[src/rtl/ss_downcounter6.sv]
// ss_downcounter6 -- loadable down-counter / timer.
//
// A load (jmp) sets the count and the reload value. Each advance pulse (adv)
// in RUN takes one off the count. When the count passes 1 -> 0 a one-cycle
// terminal-count pulse (tc) is raised. In one-shot mode the counter then
// parks in DONE at zero. In periodic mode it reloads and keeps running, which
// makes it a divide-by-N event source.
//
// Optional build feature: define SSDOWN_BORROW_OUT_EN to add the
// combinational look-ahead output bo. bo is high in the cycle before tc and
// is meant to drive the adv input of an upper cascade stage.
module ss_downcounter6 #(
  parameter int WIDTH = 6
) (
  input  logic             clk,
  input  logic             rst,
  input  logic             adv,
  input  logic             jmp,
  input  logic             per,
  input  logic [WIDTH-1:0] in,
  output logic [WIDTH-1:0] out,
  output logic             tc,
  output logic             busy,
  output logic             zero
`ifdef SSDOWN_BORROW_OUT_EN
  ,
  output logic             bo
`endif
);

  typedef enum logic [1:0] {
    S_IDLE = 2'd0,
    S_RUN  = 2'd1,
    S_DONE = 2'd2
  } state_e;

  localparam logic [WIDTH-1:0] CNT_ONE  = WIDTH'(1);
  localparam logic [WIDTH-1:0] CNT_ZERO = '0;

  state_e           state_q, state_d;
  logic [WIDTH-1:0] out_q, out_d;
  logic [WIDTH-1:0] reload_q, reload_d;
  logic             per_q, per_d;
  logic             tc_q, tc_d;
  logic             busy_q, busy_d;

  // State register. rst wins over every other request, even in mid-count.
  always_ff @(posedge clk) begin
    if (rst) begin
      state_q  <= S_IDLE;
      out_q    <= CNT_ZERO;
      reload_q <= CNT_ZERO;
      per_q    <= 1'b0;
      tc_q     <= 1'b0;
      busy_q   <= 1'b0;
    end else begin
      // NOTE: sequential state uses non-blocking assignments, so every
      // register samples its pre-edge value and simulation order cannot
      // change the result.
      state_q  <= state_d;
      out_q    <= out_d;
      reload_q <= reload_d;
      per_q    <= per_d;
      tc_q     <= tc_d;
      busy_q   <= busy_d;
    end
  end

  // Next-state logic. A load beats an advance, and only RUN reacts to adv.
  always_comb begin
    // NOTE: every output of this block gets a default first, so no path can
    // leave a signal unassigned and infer a latch.
    state_d  = state_q;
    out_d    = out_q;
    reload_d = reload_q;
    per_d    = per_q;
    tc_d     = 1'b0;

    if (jmp) begin
      out_d    = in;
      reload_d = in;
      per_d    = per;
      state_d  = (in != CNT_ZERO) ? S_RUN : S_DONE;
    end else if ((state_q == S_RUN) && adv) begin
      if (out_q == CNT_ONE) begin
        tc_d = 1'b1;
        if (per_q) begin
          out_d = reload_q;
        end else begin
          out_d   = CNT_ZERO;
          state_d = S_DONE;
        end
      end else begin
        // out_q is always >= 2 here, because RUN never holds zero.
        out_d = out_q - CNT_ONE;
      end
    end

    busy_d = (state_d == S_RUN);
  end

  assign out  = out_q;
  assign tc   = tc_q;
  assign busy = busy_q;
  assign zero = (out_q == CNT_ZERO);

`ifdef SSDOWN_BORROW_OUT_EN
  // Same-cycle look-ahead of tc, used as the cascade carry.
  assign bo = (state_q == S_RUN) && adv && (out_q == CNT_ONE) && !jmp && !rst;
`endif

endmodule

[config.mk]
export PLATFORM = sky130hd
export DESIGN_NAME = ss_downcounter6
export DESIGN_NICKNAME = d
export VERILOG_FILES = /design/src/rtl/ss_downcounter6.sv
export SDC_FILE = /design/constraint.sdc
export NUM_CORES = 1
export LEC_CHECK = 0
export BUFFER_PORTS_ARGS = -buffer_cell sky130_fd_sc_hd__buf_4
export CAP_MARGIN = 20
export CORE_MARGIN = 5
export CORE_UTILIZATION = 55
export CTS_BUF_LIST = sky130_fd_sc_hd__clkbuf_4
export CTS_CLUSTER_DIAMETER = 120
export DETAILED_ROUTE_END_ITERATION = 16
export PLACE_DENSITY = 0.8
export SKIP_LAST_GASP = 1
export SLEW_MARGIN = 20
export SYNTH_ARGS = -nofsm -noshare
export SYNTH_HDL_FRONTEND = slang
export SYNTH_SLANG_ARGS = --single-unit
[constraint.sdc]
create_clock -name clk -period 2.8 [get_ports clk]
set_input_delay 0.28 -clock clk [delete_from_list [all_inputs] [get_ports clk]]
set_output_delay 0.28 -clock clk [all_outputs]
set_load 0.01 [all_outputs]
## Word-level counts from Yosys, hierarchy flattened

Index checks and enable logic that the tools add are counted.

- Add/sub/neg operators: 1
- Eq/ne operators: 3
- Muxes and demuxes: 10
- Bitwise operators: 1
- Reduce and logical (&&, ||, !) cells: 5

Operators by type and width:

| kind | number |
|---|---|
| $mux W6 | 4 |
| $mux W2 | 5 |
| $eq A6 B1 Y1 const B | 1 |
| $logic_not A6 Y1 | 1 |
| $reduce_bool A6 Y1 | 1 |
| $sub A6 B1 Y6 const B | 1 |
| $eq A2 B1 Y1 const B | 2 |
| $reduce_or A3 Y1 | 1 |
| $reduce_bool A2 Y1 | 1 |
| $logic_and A1 B1 Y1 | 1 |
| $mux W1 | 1 |
| $not A1 Y1 | 1 |

- Register bits after elaboration: 17
- Output and inout port bits: 9
- Logic and storage cells: 26

## Logic depth before layout (Yosys ltp)

- Depth in word-level cells: 5
- Depth in mapped cells: 6

## Worst setup path before layout

OpenSTA, ideal clock, no wires.

- Kind: register to register
- From: reg out_q[0], in the netlist out[0]
- To: reg busy_q, in the netlist busy
- Library setup time: 0.134 ns
- Arrival: 1.679 ns
- Data required time: 2.666 ns
- Path slack: 0.987 ns
- Stages on the path, launching flop included: 6
- Path buffers: 0
- Cell sequence: dfxtp_1 -> ha_1 -> or3b_1 -> or4_4 -> nand4bb_1 -> a21oi_1

- Longest elaborated chain between the ends: 5

RTL lines:

| element | line | source |
|---|---|---|
| start: declaration | 41 | `logic [WIDTH-1:0] out_q, out_d;` |
| start signal: assignment | 61 | `out_q <= out_d;` |
| $eq A6 B1 Y1 | 85 | `if (out_q == CNT_ONE) begin` |
| $mux W2 | 85 |  |
| $mux W2 | 84 | `end else if ((state_q == S_RUN) && adv) begin` |
| $mux W2 | 79 | `if (jmp) begin` |
| $eq A2 B1 Y1 | 99 | `busy_d = (state_d == S_RUN);` |
| end signal: assignment | 65 | `busy_q <= busy_d;` |
| end: declaration | 45 | `logic busy_q, busy_d;` |

No other way between the ends.
A chain may end at the register's enable or synchronous reset.

## Worst setup path in the final report

- From: reg out_q[1], in the netlist out[1]
- To: reg busy_q, in the netlist busy

The elaborated chain is that of the path after synthesis.

==> results.cfg <==
[sta]
drv_slew = 0
setup-violations-final = 0
period_minus_slack_ns = 1.94
hold_violations = 0
fin_tns_setup_ns = 0
rsz0062_at_grt = no
relSlewSlack_pct = 64.3
fmax_mhz = 515
min_period_over_period_pct = 69.3
worstMarginPinSlew_ns = 0.534
fin_skew_ns = 0.00235

[logic_synthesis]
ys_top_cells_by_area = dfxtp_1 (38%), a21oi_1 (5.6%), mux2i_1 (4.5%)
ys.flop_type = dfxtp_1
synth_area_per_cell_um2 = 8.60
ys_types = 35
async_flop_share_pct = 0
synth_warnings = 0
synth-seq-cells = 17
yosysMostFrequentCell = dfxtp_1
yosys-top-cells-count = dfxtp_1 (17), a21oi_1 (10), nor2_1 (9)
synth_nets = 118
synth_edf_count = 0
netlist_area_um2 = 895
synth-seq-area-share_pct = 38.0
synth.top_cell.area_share_pct = 38.0
syn_inst = 104
yosysTopAreaCell = dfxtp_1

[cts]
cts_buffers = 3
clockBufferDepth = 2
cts_hold_buf = 0
htree_levels = 1
post_cts_buffers = 0
tritoncts = built
cts.clk_slew.worst_paths_ns = 0.10
ctsResizeCount = 0
clock_latency_ns = 0.29
cts_root_buffer = clkbuf_4
cts.sink_count = 17

[floorplan]
die_y_um = 50.3
fp.dieW_um = 50.3
num_io_pins = 20
start_util_pct = 58.7
fp-row-count = 14
dieArea_um2 = 2530
core_area_um2 = 1520

[detailed_routing]
wl_per_cell_um = 16.1
wirelength_mm = 2.18
drc = 0
ant_nets = 0
drt_iter0_drc = 22
firstDrtPassIters = 5
vias = 876
routed_via_density = 6.44

[worst_setup_path]
path_cells = inv_1 -> ha_1 -> or3b_1 -> or4_4 -> nand4bb_1 -> a21oi_1
cpMaxStageDelayCell = or4_4
worstPathArrival_ns = 2.10
cp_max_fo = 6
start_kind = flip-flop
reg2reg_from = out[1]$_SDFFE_PP0P_
r2r_end = busy$_SDFF_PP0_
rr_worst_depth = 6
max_stage_delay_ns = 0.45
cp.required_ns = 2.96
critPathCaptureType = flip-flop
reg2reg_setup_slack_ns = 0.86
crit_type = flip-flop to flip-flop

[global_routing]
grt_overflow_total = 0
grt_max_degree = 25
track_usage_pct = 18.5
first_global_vias = 807
grt_pass1_wl_mm = 3.73
antenna_found_initial = 0

[finish]
syn_to_final_growth_pct = 18.2
design_area_um2 = 1060
multi_input_area_um2 = 519
seq_area_um2 = 340
fillCellCount = 123
finish.utilization_pct = 69.4
nNetsFinal = 135
drive_above_1_share_pct = 20.0
antenna_cells = 0

[min_path]
hold_end = per_q$_SDFFE_PP0P_
hold_path.class = primary input to flip-flop
min_path_cells = 3
hold_path.startpoint = per

[placement]
place_congestion = 0.827
io_buffer_count = 19
place_area_um2 = 1030

[power_and_ir_drop]
peakVddDrop_mv = 0.309
power_leakage_nw = 0.414
p_per_area_nw_per_um2 = 485
p_total_mw = 0.513

[run_status]
status = finished clean

[run]
drv_cap = 0
==> cells by family after synthesis <==
family,Yosys count,share of synthesized area (%)
buf+inv,9,3.92
simple gates,42,27.0
flops,17,38.0
mux,4,4.48
fa+ha+maj,3,4.20
compound gates,29,22.4
==> worst max-delay path: cells and delay by family, from the launching register on <==
kind            cells  cell delay (ns)
flops               1             0.38
simple gates        3             1.00
compound gates      1             0.08
buf+inv             1             0.13
fa+ha+maj           1             0.22
==> final cells by class <==
type	count	share of cell area, %
Multi-Input combinational cell	78	49.1
Sequential cell	17	32.2
Timing Repair Buffer	19	13.5
Clock buffer	3	2.13
Tap cell	16	1.89
Inverter	2	0.710
Clock inverter	1	0.473
==> per-layer routing <==
layer  track usage (%)  vias to the layer above  wire length, um
met1              24.8                      401              933
met5                 0                        -                0
li1                  -                      417                -
met2              28.5                       56             1010
met4              7.66                        0               10
met3              4.44                        2              233
==> layout by cell type, fill, tap and decap left out, types with 3 or more instances in the layout <==
| cell | Yosys | final |
|---|---|---|
| buf_4 | 0 | 19 |
| dfxtp_1 | 17 | 17 |
| a21oi_1 | 10 | 10 |
| nor2_1 | 9 | 9 |
| nor3_1 | 6 | 6 |
| nand2_1 | 6 | 6 |
| nand2b_1 | 6 | 6 |
| mux2i_1 | 4 | 4 |
| nor3b_1 | 3 | 3 |
| a31oi_1 | 3 | 3 |
| ha_1 | 3 | 3 |
| clkbuf_4 | 0 | 3 |
==> worst max path at each step <==
stage,start,end,slack (ns),cells after the start
global placement,out[0]$_SDFFE_PP0P_,busy$_SDFF_PP0_,0.98,5
finish,out[1]$_SDFFE_PP0P_,busy$_SDFF_PP0_,0.86,6
global route,out[0]$_SDFFE_PP0P_,busy$_SDFF_PP0_,0.73,5
CTS,out[1]$_SDFFE_PP0P_,busy$_SDFF_PP0_,0.87,6
floorplan,out[0]$_SDFFE_PP0P_,busy$_SDFF_PP0_,0.99,5
detailed placement,out[1]$_SDFFE_PP0P_,busy$_SDFF_PP0_,0.88,6
==> state kept, by name, summed over array words and instances (netlist names) <==
| name | flops |
|---|---|
| out | 6 |
| reload_q | 6 |
| state_q | 2 |
| busy | 1 |
| per_q | 1 |
| tc | 1 |
==> through the flow <==
| stage | hold WS, ns | setup slack [ns] | cells |
|---|---|---|---|
| after detailed placement | 0.463 | 0.884 | 132 |
| final | 0.223 | 0.859 | 136 |
| after CTS | 0.212 | 0.871 | 136 |
| after global routing | 0.250 | 0.733 | 136 |
| after global placement | 0.461 | 0.980 | 132 |
| after floorplan | 0.427 | 0.987 | 104 |
==> report_power, final <==
group          internal (mW)  switching (mW)  leakage (nW)
combinational         0.0522          0.0561         0.256
clock                 0.0532          0.0787        0.0177
sequential             0.256          0.0164         0.140
total                  0.362           0.151         0.414
Note: power is estimated with default switching activity, not from simulation.
